`config.mk`:
```
export PLATFORM = sky130hd
export DESIGN_NAME = wb_intercon
export DESIGN_NICKNAME = d
export VERILOG_FILES = /design/src/rtl/wb_intercon.sv
export SDC_FILE = /design/constraint.sdc
export NUM_CORES = 1
export LEC_CHECK = 0
export ABC_AREA = 1
export BUFFER_PORTS_ARGS = -buffer_cell sky130_fd_sc_hd__buf_2
export CAP_MARGIN = 25
export CORE_AREA = 5 5 189 191
export DETAILED_ROUTE_END_ITERATION = 8
export DIE_AREA = 0 0 194 196
export SLEW_MARGIN = 20
export SYNTH_ARGS = -nofsm -noshare
export SYNTH_HDL_FRONTEND = slang
export SYNTH_SLANG_ARGS = --single-unit
```
`constraint.sdc`:
```
create_clock -name clk -period 3.18 [get_ports clk]
set_clock_uncertainty 0.2 [all_clocks]
set_input_delay 0.636 -clock clk [delete_from_list [all_inputs] [get_ports clk]]
set_output_delay 0.636 -clock clk [all_outputs]
set_load 0.01 [all_outputs]
```
`src/rtl/wb_intercon.sv`:
```
// Shared-bus Wishbone interconnect: two masters, round-robin arbitration,
// address decode to up to eight slaves, unmapped-address error and bus watchdog.
module wb_intercon #(
    parameter int                             NUM_SLAVES     = 6,
    parameter int                             S_ADDR_W       = 4,
    parameter logic [NUM_SLAVES*S_ADDR_W-1:0] S_ADDR_MAP     = 24'h654320,
    parameter logic [15:0]                    TIMEOUT_CYCLES = 16'd255
) (
    input  logic                     clk,
    input  logic                     rst,
    input  logic [31:0]              m0_adr_i,
    input  logic [31:0]              m1_adr_i,
    input  logic [31:0]              m0_dat_i,
    input  logic [31:0]              m1_dat_i,
    output logic [31:0]              m0_dat_o,
    output logic [31:0]              m1_dat_o,
    input  logic [3:0]               m0_sel_i,
    input  logic [3:0]               m1_sel_i,
    input  logic                     m0_we_i,
    input  logic                     m1_we_i,
    input  logic                     m0_cyc_i,
    input  logic                     m1_cyc_i,
    input  logic                     m0_stb_i,
    input  logic                     m1_stb_i,
    output logic                     m0_ack_o,
    output logic                     m1_ack_o,
    output logic                     m0_err_o,
    output logic                     m1_err_o,
    output logic [31:0]              s_adr_o,
    output logic [31:0]              s_dat_o,
    output logic [3:0]               s_sel_o,
    output logic                     s_we_o,
    output logic [NUM_SLAVES-1:0]    s_cyc_o,
    output logic [NUM_SLAVES-1:0]    s_stb_o,
    input  logic [32*NUM_SLAVES-1:0] s_dat_i,
    input  logic [NUM_SLAVES-1:0]    s_ack_i,
    output logic [1:0]               grant_o,
    output logic                     timeout_o
);

    typedef enum logic [1:0] {IDLE, OWN_M0, OWN_M1, ERR} state_e;

    state_e      state_q, state_d;
    logic        owner_q, owner_d;   // 0 = m0, 1 = m1; valid in OWN_Mx and ERR
    logic        last_q, last_d;     // master that most recently released the bus
    logic [15:0] cnt_q, cnt_d;
    logic        timeout_q, timeout_d;

    logic                  in_own;
    logic                  own_cyc, own_stb, own_we;
    logic [31:0]           own_adr, own_dat;
    logic [3:0]            own_sel;
    logic [NUM_SLAVES-1:0] sel_oh;
    logic                  hit, slv_ack, bus_ack;
    logic [31:0]           slv_dat;

    always_comb begin : owner_mux
        in_own  = (state_q == OWN_M0) || (state_q == OWN_M1);
        own_cyc = owner_q ? m1_cyc_i : m0_cyc_i;
        own_stb = owner_q ? m1_stb_i : m0_stb_i;
        own_we  = owner_q ? m1_we_i  : m0_we_i;
        own_adr = owner_q ? m1_adr_i : m0_adr_i;
        own_dat = owner_q ? m1_dat_i : m0_dat_i;
        own_sel = owner_q ? m1_sel_i : m0_sel_i;
    end

    // Ascending scan with an early-out flag so the lowest-indexed duplicate wins.
    always_comb begin : decode
        sel_oh  = '0;
        hit     = 1'b0;
        slv_dat = '0;
        slv_ack = 1'b0;
        for (int i = 0; i < NUM_SLAVES; i++) begin
            if (!hit && (own_adr[31 -: S_ADDR_W] == S_ADDR_MAP[i*S_ADDR_W +: S_ADDR_W])) begin
                sel_oh[i] = 1'b1;
                hit       = 1'b1;
                slv_dat   = s_dat_i[i*32 +: 32];
                slv_ack   = s_ack_i[i];
            end
        end
        bus_ack = in_own && own_cyc && own_stb && hit && slv_ack;
    end

    always_comb begin : outputs
        s_adr_o   = in_own ? own_adr : '0;
        s_dat_o   = in_own ? own_dat : '0;
        s_sel_o   = in_own ? own_sel : '0;
        s_we_o    = in_own && own_we;
        s_cyc_o   = (in_own && own_cyc) ? sel_oh : '0;
        s_stb_o   = (in_own && own_cyc && own_stb) ? sel_oh : '0;
        m0_ack_o  = bus_ack && !owner_q;
        m1_ack_o  = bus_ack && owner_q;
        m0_err_o  = (state_q == ERR) && !owner_q;
        m1_err_o  = (state_q == ERR) && owner_q;
        m0_dat_o  = (in_own && !owner_q) ? slv_dat : '0;
        m1_dat_o  = (in_own && owner_q) ? slv_dat : '0;
        grant_o   = (in_own || state_q == ERR) ? (owner_q ? 2'b10 : 2'b01) : 2'b00;
        timeout_o = timeout_q;
    end

    always_comb begin : next_state
        // NOTE: every variable written here gets a default first, so no latch is inferred.
        state_d   = state_q;
        owner_d   = owner_q;
        last_d    = last_q;
        cnt_d     = cnt_q;
        timeout_d = 1'b0;
        case (state_q)
            IDLE: begin
                cnt_d = '0;
                if (m0_cyc_i && (!m1_cyc_i || last_q)) begin
                    state_d = OWN_M0;
                    owner_d = 1'b0;
                end else if (m1_cyc_i) begin
                    state_d = OWN_M1;
                    owner_d = 1'b1;
                end
            end
            OWN_M0, OWN_M1: begin
                if (!own_cyc) begin
                    state_d = IDLE;
                    last_d  = owner_q;
                    cnt_d   = '0;
                end else if (own_stb && !hit) begin
                    state_d = ERR;
                    cnt_d   = '0;
                end else if (own_stb && !bus_ack) begin
                    // An ack on the expiry cycle takes the other branch, so ack beats timeout.
                    if (TIMEOUT_CYCLES != 16'd0 && cnt_q == TIMEOUT_CYCLES) begin
                        state_d   = ERR;
                        timeout_d = 1'b1;
                        cnt_d     = '0;
                    end else if (TIMEOUT_CYCLES != 16'd0) begin
                        cnt_d = cnt_q + 16'd1;
                    end
                end else begin
                    cnt_d = '0;
                end
            end
            ERR: begin
                state_d = owner_q ? OWN_M1 : OWN_M0;
                cnt_d   = '0;
            end
            default: state_d = IDLE;
        endcase
    end

    // NOTE: sequential state uses non-blocking assignments so all flops update together.
    always_ff @(posedge clk) begin
        if (!rst) begin
            state_q   <= IDLE;
            owner_q   <= 1'b0;
            last_q    <= 1'b1;
            cnt_q     <= '0;
            timeout_q <= 1'b0;
        end else begin
            state_q   <= state_d;
            owner_q   <= owner_d;
            last_q    <= last_d;
            cnt_q     <= cnt_d;
            timeout_q <= timeout_d;
        end
    end

endmodule

```
==> qor.txt, run 1 <==
POWER
----------------------------------------------------------------------------------------
Sw frac ...................................................................        0.565
Gate power share ..........................................................        0.876
Reported leakage power ....................................................   0.00424 uW
Worst supply voltage drop on vdd ..........................................       235 uV
Sequential cell fraction of total power ...................................        0.066
Internal ..................................................................      2030 uW
Switching power of the nets ...............................................      2640 uW
Total design power ........................................................      4680 uW
PD cells ..................................................................  620 nW/um^2
Clock power frac ..........................................................        0.059

FLOORPLANNING
----------------------------------------------------------------------------------------
Std-Cell Rows .............................................................           68
Effective utilization at floorplan ........................................        0.108
Die X-Extent ..............................................................       194 um
Core Footprint ............................................................  33,900 um^2
Die Footprint .............................................................  38,000 um^2
Floorplan die height ......................................................       196 um
# IOs .....................................................................          494

YOSYS
----------------------------------------------------------------------------------------
Primary FF master, synth .................................................. sky130_fd_sc_hd__dfxtp_1
Synth Register Bits .......................................................           21
Distinct cell type count of the synthesized netlist .......................           33
Average size of a mapped cell .............................................    5.51 um^2
Async SR Flop Fraction ....................................................            0
Post-synth EDFFs ..........................................................            0
Top area cells in the synthesized netlist ................................. sky130_fd_sc_hd__nand2_1, sky130_fd_sc_hd__a22o_1, sky130_fd_sc_hd__nand3_1, sky130_fd_sc_hd__dfxtp_1, sky130_fd_sc_hd__nor2_1
Netlist Area Pre-Place ....................................................    3670 um^2
Cell taking the most area after synthesis ................................. sky130_fd_sc_hd__nand2_1
Mapped Nets ...............................................................        1,011
Synthesis warning total ...................................................            0
Share of the yosys chip area belonging to registers .......................        0.114
Cell count after synthesis ................................................          666
Share of the synthesized area in the top cell type ........................        0.176

ROUTING
----------------------------------------------------------------------------------------
Drt drc ...................................................................            0
DR vias ...................................................................        7,136
Iteration count of the initial detailed-routing pass ......................            6
Ratio of routed vias to standard cells ....................................         4.35
Number of nets with antenna violations after detailed routing .............            0
Violation count after the first detailed-routing iteration ................          455
Total Routed Length .......................................................    35,200 um
Routed length per instance ................................................      21.4 um

CTS
----------------------------------------------------------------------------------------
Clk root buf .............................................................. sky130_fd_sc_hd__clkbuf_16
Insertion delay of the later-clocked pin in the worst-skew pair ...........      0.26 ns
Clock-pin slew on the worst setup and hold paths ..........................      0.06 ns
H-tree levels .............................................................            1
Number of hold buffers added after cts ....................................            0
Total CTS buffers .........................................................            3
Clock sink count ..........................................................           21
CTS max path bufs .........................................................            2
Clock tree from TritonCTS .................................................          yes

SETUP PATH
----------------------------------------------------------------------------------------
Beginning of the worst register-to-register path ..........................      owner_q
Slowest cell on the critical path ......................................... sky130_fd_sc_hd__dfxtp_4
Data arrival, critical path ...............................................      2.24 ns
Worst-path fanout max .....................................................           21
Cell Chain, Critical Path ................................................. buf_12, nand2_1, nand2_4, buf_4, nor2_4, buf_12, nand2_4, buf_12, buf_4, nand2_1, o22ai_2, nor2_1, buf_2
Cell occurring most often along the worst timing path ..................... sky130_fd_sc_hd__buf_12
Critical Path Start Type ..................................................         flop
Worst endpoint required time ..............................................      2.34 ns
Setup crit start ..........................................................      owner_q
CP peak stage delay .......................................................      0.37 ns
Setup crit end kind ....................................................... primary output
Start-to-end type of the worst setup path .................................      reg2out

WORST HOLD PATH
----------------------------------------------------------------------------------------
Worst hold path class .....................................................      reg2reg
Hold Crit Start ...........................................................     cnt_q[0]

GRT
----------------------------------------------------------------------------------------
First-pass GRT wire length ................................................    45,100 um
Number of antenna violations at the first check in global routing .........           17
Overall Global Routing Usage ..............................................        0.158
Total congestion overflow after global routing ............................            0
Vias in the first global route ............................................        6,866
Maximum number of pins on one net before global-route repair ..............           69

TIMING
----------------------------------------------------------------------------------------
Slew of the pin with the lowest slew margin ...............................     0.424 ns
Final setup fails .........................................................            0
Worst hold slack across all endpoints .....................................     0.251 ns
PnR worst setup slack .....................................................     0.100 ns
Max transition margin .....................................................        0.710
Number of max-slew violations in the final report .........................            0
Post-Route Setup TNS ......................................................         0 ns
Setup repair after global routing missed its margin .......................         true
Portion of the clock cycle consumed by the worst path in the final layout .        0.968
Minimum period implied by the final worst setup slack .....................      3.08 ns
Max Clock Freq ............................................................    0.325 GHz
Final Hold Viols ..........................................................            0

PLACE
----------------------------------------------------------------------------------------
Worst slack at placement ..................................................    -0.113 ns
Global placer's final weighted congestion .................................        0.953
DPL Wire Length ...........................................................    29,500 um
Number of port buffers ....................................................          493

FINAL LAYOUT
----------------------------------------------------------------------------------------
Number of nets at the end of the flow .....................................        1,526
Layout-stage area growth over the synthesis result ........................         105%
Fraction of layout cells with a size suffix above 1 .......................        0.529

FLOW RUN
----------------------------------------------------------------------------------------
# Max-Cap Violations ......................................................            0

RUN STATUS
----------------------------------------------------------------------------------------
Outcome ...................................................................    completed

[kinds of logic (layout without fill, tap and decap cells)]
group	count (synthesis)	after routing	synth area share
other	0	7	0
DFF	21	21	0.114
and+or+nand+nor	422	422	0.512
buffers and inverters	101	615	0.112
AOI/OAI and AO/OA	113	113	0.237
xor gates and xnor gates	6	6	0.0143
adders and majority gates	3	3	0.0102
[placed cells by master (no fill, tap or decap), types with 2 or more instances in the layout]
cell type	netlist	final
sky130_fd_sc_hd__nor2_2	2	5
sky130_fd_sc_hd__diode_2	0	7
sky130_fd_sc_hd__xnor2_1	3	3
sky130_fd_sc_hd__o21ai_1	4	5
sky130_fd_sc_hd__o22ai_2	0	12
sky130_fd_sc_hd__o21ai_0	4	3
sky130_fd_sc_hd__buf_12	0	10
sky130_fd_sc_hd__buf_4	2	47
sky130_fd_sc_hd__o22ai_1	23	11
sky130_fd_sc_hd__buf_6	1	6
sky130_fd_sc_hd__nand3_2	2	2
sky130_fd_sc_hd__a21oi_2	2	2
sky130_fd_sc_hd__inv_1	43	43
sky130_fd_sc_hd__a221oi_2	0	4
sky130_fd_sc_hd__a21oi_1	8	8
sky130_fd_sc_hd__nand4_1	29	29
sky130_fd_sc_hd__ha_1	3	3
sky130_fd_sc_hd__buf_2	15	493
sky130_fd_sc_hd__nor2_4	5	7
sky130_fd_sc_hd__nand2_4	0	7
sky130_fd_sc_hd__nor4_1	3	3
sky130_fd_sc_hd__nand2_1	172	162
sky130_fd_sc_hd__nor2_1	98	93
sky130_fd_sc_hd__clkbuf_16	0	8
sky130_fd_sc_hd__nor3_1	6	6
sky130_fd_sc_hd__dfxtp_1	21	20
sky130_fd_sc_hd__nor3b_1	4	4
sky130_fd_sc_hd__nand2_2	7	10
sky130_fd_sc_hd__xor2_1	3	3
sky130_fd_sc_hd__inv_4	0	3
sky130_fd_sc_hd__inv_2	6	2
sky130_fd_sc_hd__a22o_1	65	65
sky130_fd_sc_hd__nand3_1	92	92
[stage by stage]
stage / std cells / cell area (um^2) / utilization
floorplan: 666 / 3670 / -
global placement: 1617 / 7030 / 0.207
detailed placement: 1617 / 7030 / 0.207
CTS: 1623 / 7150 / 0.211
global route: 1640 / 7540 / 0.222
finish: 1642 / 7540 / 0.222
[worst paths after layout]
check	endpoint	slack [ns]	cells after the start
worst max register to register	cnt_q[12]	0.57	13
worst min-delay path	cnt_q[0]	0.25	1
worst min register to register	cnt_q[0]	0.25	1
worst max-delay path	m1_dat_o[16]	0.10	13
[timing repair]
action / in CTS / in global routing
pin swaps: 3 / 16
setup buffers: 2 / 6
resized for setup: 8 / 45
endpoints found under the setup margin: 62 / 79
cloned: 0 / 6
endpoints found under the hold margin: 0 / 0
[sequential cells by signal, indices dropped and copies added, names as in the netlist]
| register | cells |
|---|---|
| timeout_o | 1 |
| state_q | 2 |
| cnt_q | 16 |
| last_q | 1 |
| owner_q | 1 |
[synth_stat cells (2+ instances only)]
cell type,n
sky130_fd_sc_hd__a21oi_1,8
sky130_fd_sc_hd__a21oi_2,2
sky130_fd_sc_hd__a221oi_1,5
sky130_fd_sc_hd__a22o_1,65
sky130_fd_sc_hd__buf_1,7
sky130_fd_sc_hd__buf_2,15
sky130_fd_sc_hd__buf_4,2
sky130_fd_sc_hd__clkbuf_1,27
sky130_fd_sc_hd__dfxtp_1,21
sky130_fd_sc_hd__ha_1,3
sky130_fd_sc_hd__inv_1,43
sky130_fd_sc_hd__inv_2,6
sky130_fd_sc_hd__nand2_1,172
sky130_fd_sc_hd__nand2_2,7
sky130_fd_sc_hd__nand3_1,92
sky130_fd_sc_hd__nand3_2,2
sky130_fd_sc_hd__nand4_1,29
sky130_fd_sc_hd__nor2_1,98
sky130_fd_sc_hd__nor2_2,2
sky130_fd_sc_hd__nor2_4,5
sky130_fd_sc_hd__nor3_1,6
sky130_fd_sc_hd__nor3b_1,4
sky130_fd_sc_hd__nor4_1,3
sky130_fd_sc_hd__o21ai_0,4
sky130_fd_sc_hd__o21ai_1,4
sky130_fd_sc_hd__o22ai_1,23
sky130_fd_sc_hd__xnor2_1,3
sky130_fd_sc_hd__xor2_1,3
[layer usage]
| metal | global-route usage | up-vias | wire [um] |
|---|---|---|---|
| met3 | 0.0606 | 77 | 3740 |
| met5 | 0 | - | 42 |
| met1 | 0.199 | 3302 | 14200 |
| met2 | 0.247 | 418 | 15900 |
| li1 | - | 3331 | - |
| met4 | 0.0549 | 8 | 1300 |
[critical path, delay by kind of cell, from the launching register on]
kind                   cells  cell delay [ns]
buffers and inverters      6             0.93
and+or+nand+nor            6             0.59
DFF                        1             0.37
AOI/OAI and AO/OA          1             0.08
[power groups by stage]
stage	clock network, uW	logic (uW)	registers, uW
final	275	4100	307
after CTS	279	3860	305
after global placement	0	3810	306
after detailed placement	0	3820	308
after global routing	290	4400	309
after floorplan	0	1920	303
[cell type report]
cell class | instances | area [um^2]
antenna | 7 | 17.5
clock buffer | 3 | 75.1
clock inverter | 1 | 7.51
fill | 3895 | 26400
inverter | 49 | 196
multi-input combinational | 544 | 3020
sequential | 21 | 424
tap | 455 | 569
timing repair buffer | 562 | 3230
No activity file was read; power rests on OpenSTA's default activity.
==> run 2: changes to the inputs <==
- CORE_AREA: 5 5 189 191 -> 2 2 191 193
- DIE_AREA: 0 0 194 196 -> 0 0 193 195
- clock period: 3.18 -> 3.2 ns (I/O delays scaled with it)
==> run 2 against run 1 <==
Net effect: worst hold slack got worse by 0.0014 ns; highest routed layer unchanged; combinational power fell by 15%; critical path type unchanged; first-iteration DRC count fell by 19%; flip-flop and latch count did not move; design area fell by 6.6%; setup slack improved by 0.043 ns; global-route usage fell by 2.9 points.
==> qor.txt, run 2 (same netlist as run 1, synthesis figures left out) <==
RUN STATUS
----------------------------------------------------------------------------------------
Outcome ...................................................................    completed

ROUTING
----------------------------------------------------------------------------------------
Routed length per instance ................................................      16.9 um   -21%
DR vias ...................................................................        6,690   -6.3%
Violation count after the first detailed-routing iteration ................          367   -19%
Total Routed Length .......................................................    27,200 um   -23%
Ratio of routed vias to standard cells ....................................         4.16   -4.3%
Number of nets with antenna violations after detailed routing .............            0   unchanged
Drt drc ...................................................................            0   unchanged
Iteration count of the initial detailed-routing pass ......................            5   -1

POWER
----------------------------------------------------------------------------------------
Reported leakage power ....................................................   0.00398 uW   -6.2%
Gate power share ..........................................................        0.859   -0.017
Worst supply voltage drop on vdd ..........................................       360 uV   +53%
Sequential cell fraction of total power ...................................        0.075   +0.009
Internal ..................................................................      1820 uW   -11%
Switching power of the nets ...............................................      2220 uW   -16%
PD cells ..................................................................  573 nW/um^2   -7.6%
Sw frac ...................................................................        0.550   -0.0157
Clock power frac ..........................................................        0.067   +0.008

TIMING
----------------------------------------------------------------------------------------
Max transition margin .....................................................        0.689   -0.0211
Slew of the pin with the lowest slew margin ...............................     0.463 ns   +0.0395 ns
Final Hold Viols ..........................................................            0   unchanged
Minimum period implied by the final worst setup slack .....................      3.06 ns
Portion of the clock cycle consumed by the worst path in the final layout .        0.955
Setup repair after global routing missed its margin .......................        false
Max Clock Freq ............................................................    0.327 GHz
Post-Route Setup TNS ......................................................         0 ns   unchanged
Final setup fails .........................................................            0   unchanged
PnR worst setup slack .....................................................     0.143 ns   +0.0432 ns
Number of max-slew violations in the final report .........................            0   unchanged

FINAL LAYOUT
----------------------------------------------------------------------------------------
Layout-stage area growth over the synthesis result ........................        91.8%
Largest registers ......................................................... cnt_q x16, state_q x2
Fraction of layout cells with a size suffix above 1 .......................        0.495   -0.0336
Non-filler cells, final ...................................................        1,608   -2.1%
Post-Route Utilization ....................................................        0.199   -0.0232
Number of nets at the end of the flow .....................................        1,491   -2.3%
Commonest cells after routing, fill and taps aside ........................ sky130_fd_sc_hd__buf_2, sky130_fd_sc_hd__nand2_1, sky130_fd_sc_hd__nor2_1
Sequential standard cell area .............................................     422 um^2   -0.59%
Fill cell count ...........................................................        4,112   +5.6%
Most common library cell in the layout ignoring fill and taps ............. sky130_fd_sc_hd__buf_2
Register with the most flip-flops .........................................        cnt_q
Multi-input combinational cell area .......................................    2880 um^2   -4.8%
Largest register FFs ......................................................           16   unchanged

FLOORPLANNING
----------------------------------------------------------------------------------------
Effective utilization at floorplan ........................................        0.104   -0.00443
Die X-Extent ..............................................................       193 um   -0.52%
Die Footprint .............................................................  37,600 um^2   -1.0%
Core Footprint ............................................................  35,400 um^2   +4.3%
# IOs .....................................................................          494   unchanged
Std-Cell Rows .............................................................           69   +1.5%
Floorplan die height ......................................................       195 um   -0.51%

SETUP PATH
----------------------------------------------------------------------------------------
Worst-path fanout max .....................................................            9   -57%
Data arrival, critical path ...............................................      2.22 ns   -0.02 ns
Setup crit end kind ....................................................... primary output
Capturing point of the worst reg2reg path .................................     cnt_q[2]
Start-to-end type of the worst setup path .................................      reg2out
Reg-to-reg slack, setup ...................................................      0.69 ns   +0.12 ns
Critical Path Start Type ..................................................         flop
Setup crit start ..........................................................      owner_q
Worst endpoint required time ..............................................      2.36 ns   +0.02 ns
Beginning of the worst register-to-register path ..........................      owner_q
Number of cells on the worst reg-to-reg path ..............................           14   +1

FLOW RUN
----------------------------------------------------------------------------------------
# Max-Cap Violations ......................................................            0   unchanged

GRT
----------------------------------------------------------------------------------------
Global-route met1 utilization .............................................        0.161   -0.0383
Vias in the first global route ............................................        6,337   -7.7%
Number of antenna violations at the first check in global routing .........            9   -8
First-pass GRT wire length ................................................    36,900 um   -18%
Met2 routing resource usage after global routing ..........................        0.233   -0.0139
Grt met3 use ..............................................................       0.0216   -0.0391
Overall Global Routing Usage ..............................................        0.129   -0.0287
Total congestion overflow after global routing ............................            0   unchanged
Maximum number of pins on one net before global-route repair ..............           74   +7.2%
Peak-usage layer in the global routing report .............................         met2

CTS
----------------------------------------------------------------------------------------
Clk root buf .............................................................. sky130_fd_sc_hd__clkbuf_16
Total CTS buffers .........................................................            3   unchanged
H-tree levels .............................................................            1   unchanged
Insertion delay of the later-clocked pin in the worst-skew pair ...........      0.25 ns   about the same
Clock tree from TritonCTS .................................................          yes
Number of hold buffers added after cts ....................................            0   unchanged
Clock sink count ..........................................................           21   unchanged
Clock-pin slew on the worst setup and hold paths ..........................      0.06 ns   about the same
CTS max path bufs .........................................................            2   unchanged

PLACE
----------------------------------------------------------------------------------------
Number of placed instances with taps included .............................        1,600   -1.1%
Number of port buffers ....................................................          493   unchanged
Global placer's final weighted congestion .................................        0.904   -5.2%
Worst slack at placement ..................................................    0.0120 ns   +0.126 ns
DPL Wire Length ...........................................................    22,800 um   -23%

WORST HOLD PATH
----------------------------------------------------------------------------------------
Hold Crit Start ...........................................................     cnt_q[0]
Endpoint of the worst hold path ...........................................     cnt_q[0]
Hold-critical path depth ..................................................            1   unchanged
Worst hold path class .....................................................      reg2reg

[run 2: changes by cell type in the layout (fill, tap and decap cells not counted), sizes merged]
cell,delta
clkbuf,-3
buf,-32
diode,-5
inv,-1
clkinvlp,+1
[run 2: area by class of cell]
class,instances,area share
Sequential cell,21,0.0599
Clock inverter,1,0.00107
Inverter,49,0.0274
Multi-Input combinational cell,544,0.409
Clock buffer,3,0.0107
Tap cell,461,0.0819
Timing Repair Buffer,527,0.409
Antenna cell,2,0.000711
[run 2: worst max path at each step]
stage / end / slack (ns) / cells after the start
after floorplan: s_adr_o[0] / 0.52 / 8
after global routing: m1_dat_o[3] / 0.007 / 12
after CTS: m1_dat_o[31] / 0.04 / 13
after global placement: m0_dat_o[21] / -0.01 / 15
after detailed placement: m1_dat_o[21] / 0.01 / 15
final: m0_dat_o[26] / 0.14 / 15
[run 2: per-layer routing]
metal,vias to the layer above,wire (um)
met2,340,13600
met3,30,2110
li1,3253,-
met1,3059,11000
met5,-,49
met4,8,459
[run 2: stage by stage]
step                hold WS (ns)  power (uW)  area, um^2
finish                     0.250        4040        7040
CTS                        0.252        4020        6960
floorplan                  0.218        2200        3670
detailed placement         0.243        3720        6860
global placement           0.229        3700        6860
global route               0.288        4360        7040
[run 2: timing repair]
item | CTS | global route
endpoints found under the setup margin | 12 | 26
gates resized for setup | 3 | 8
pin swaps | 0 | 1
cloned | 0 | 2
buffers inserted | 0 | 1
[run 2: power by group through the flow]
stage | registers, uW | clock network (uW) | logic (uW)
6_report | 301 | 269 | 3470
5_1_grt | 304 | 287 | 3770
4_1_cts | 300 | 275 | 3440
3_5_place_dp | 304 | 0 | 3420
3_3_place_gp | 304 | 0 | 3400
2_1_floorplan | 301 | 0 | 1900
[run 2: critical path: stages (launching register included)]
cell and delay, ns:
sky130_fd_sc_hd__dfxtp_2 0.41, sky130_fd_sc_hd__inv_4 0.08, sky130_fd_sc_hd__nand2_1 0.07, sky130_fd_sc_hd__nand2_2 0.07, sky130_fd_sc_hd__inv_2 0.07, sky130_fd_sc_hd__buf_4 0.10
sky130_fd_sc_hd__nor2_1 0.03, sky130_fd_sc_hd__buf_4 0.15, sky130_fd_sc_hd__nand2_2 0.10, sky130_fd_sc_hd__inv_4 0.07, sky130_fd_sc_hd__buf_12 0.15, sky130_fd_sc_hd__nand2_1 0.06
sky130_fd_sc_hd__nand2_1 0.05, sky130_fd_sc_hd__o22ai_1 0.33, sky130_fd_sc_hd__nor2_1 0.08, sky130_fd_sc_hd__buf_2 0.15
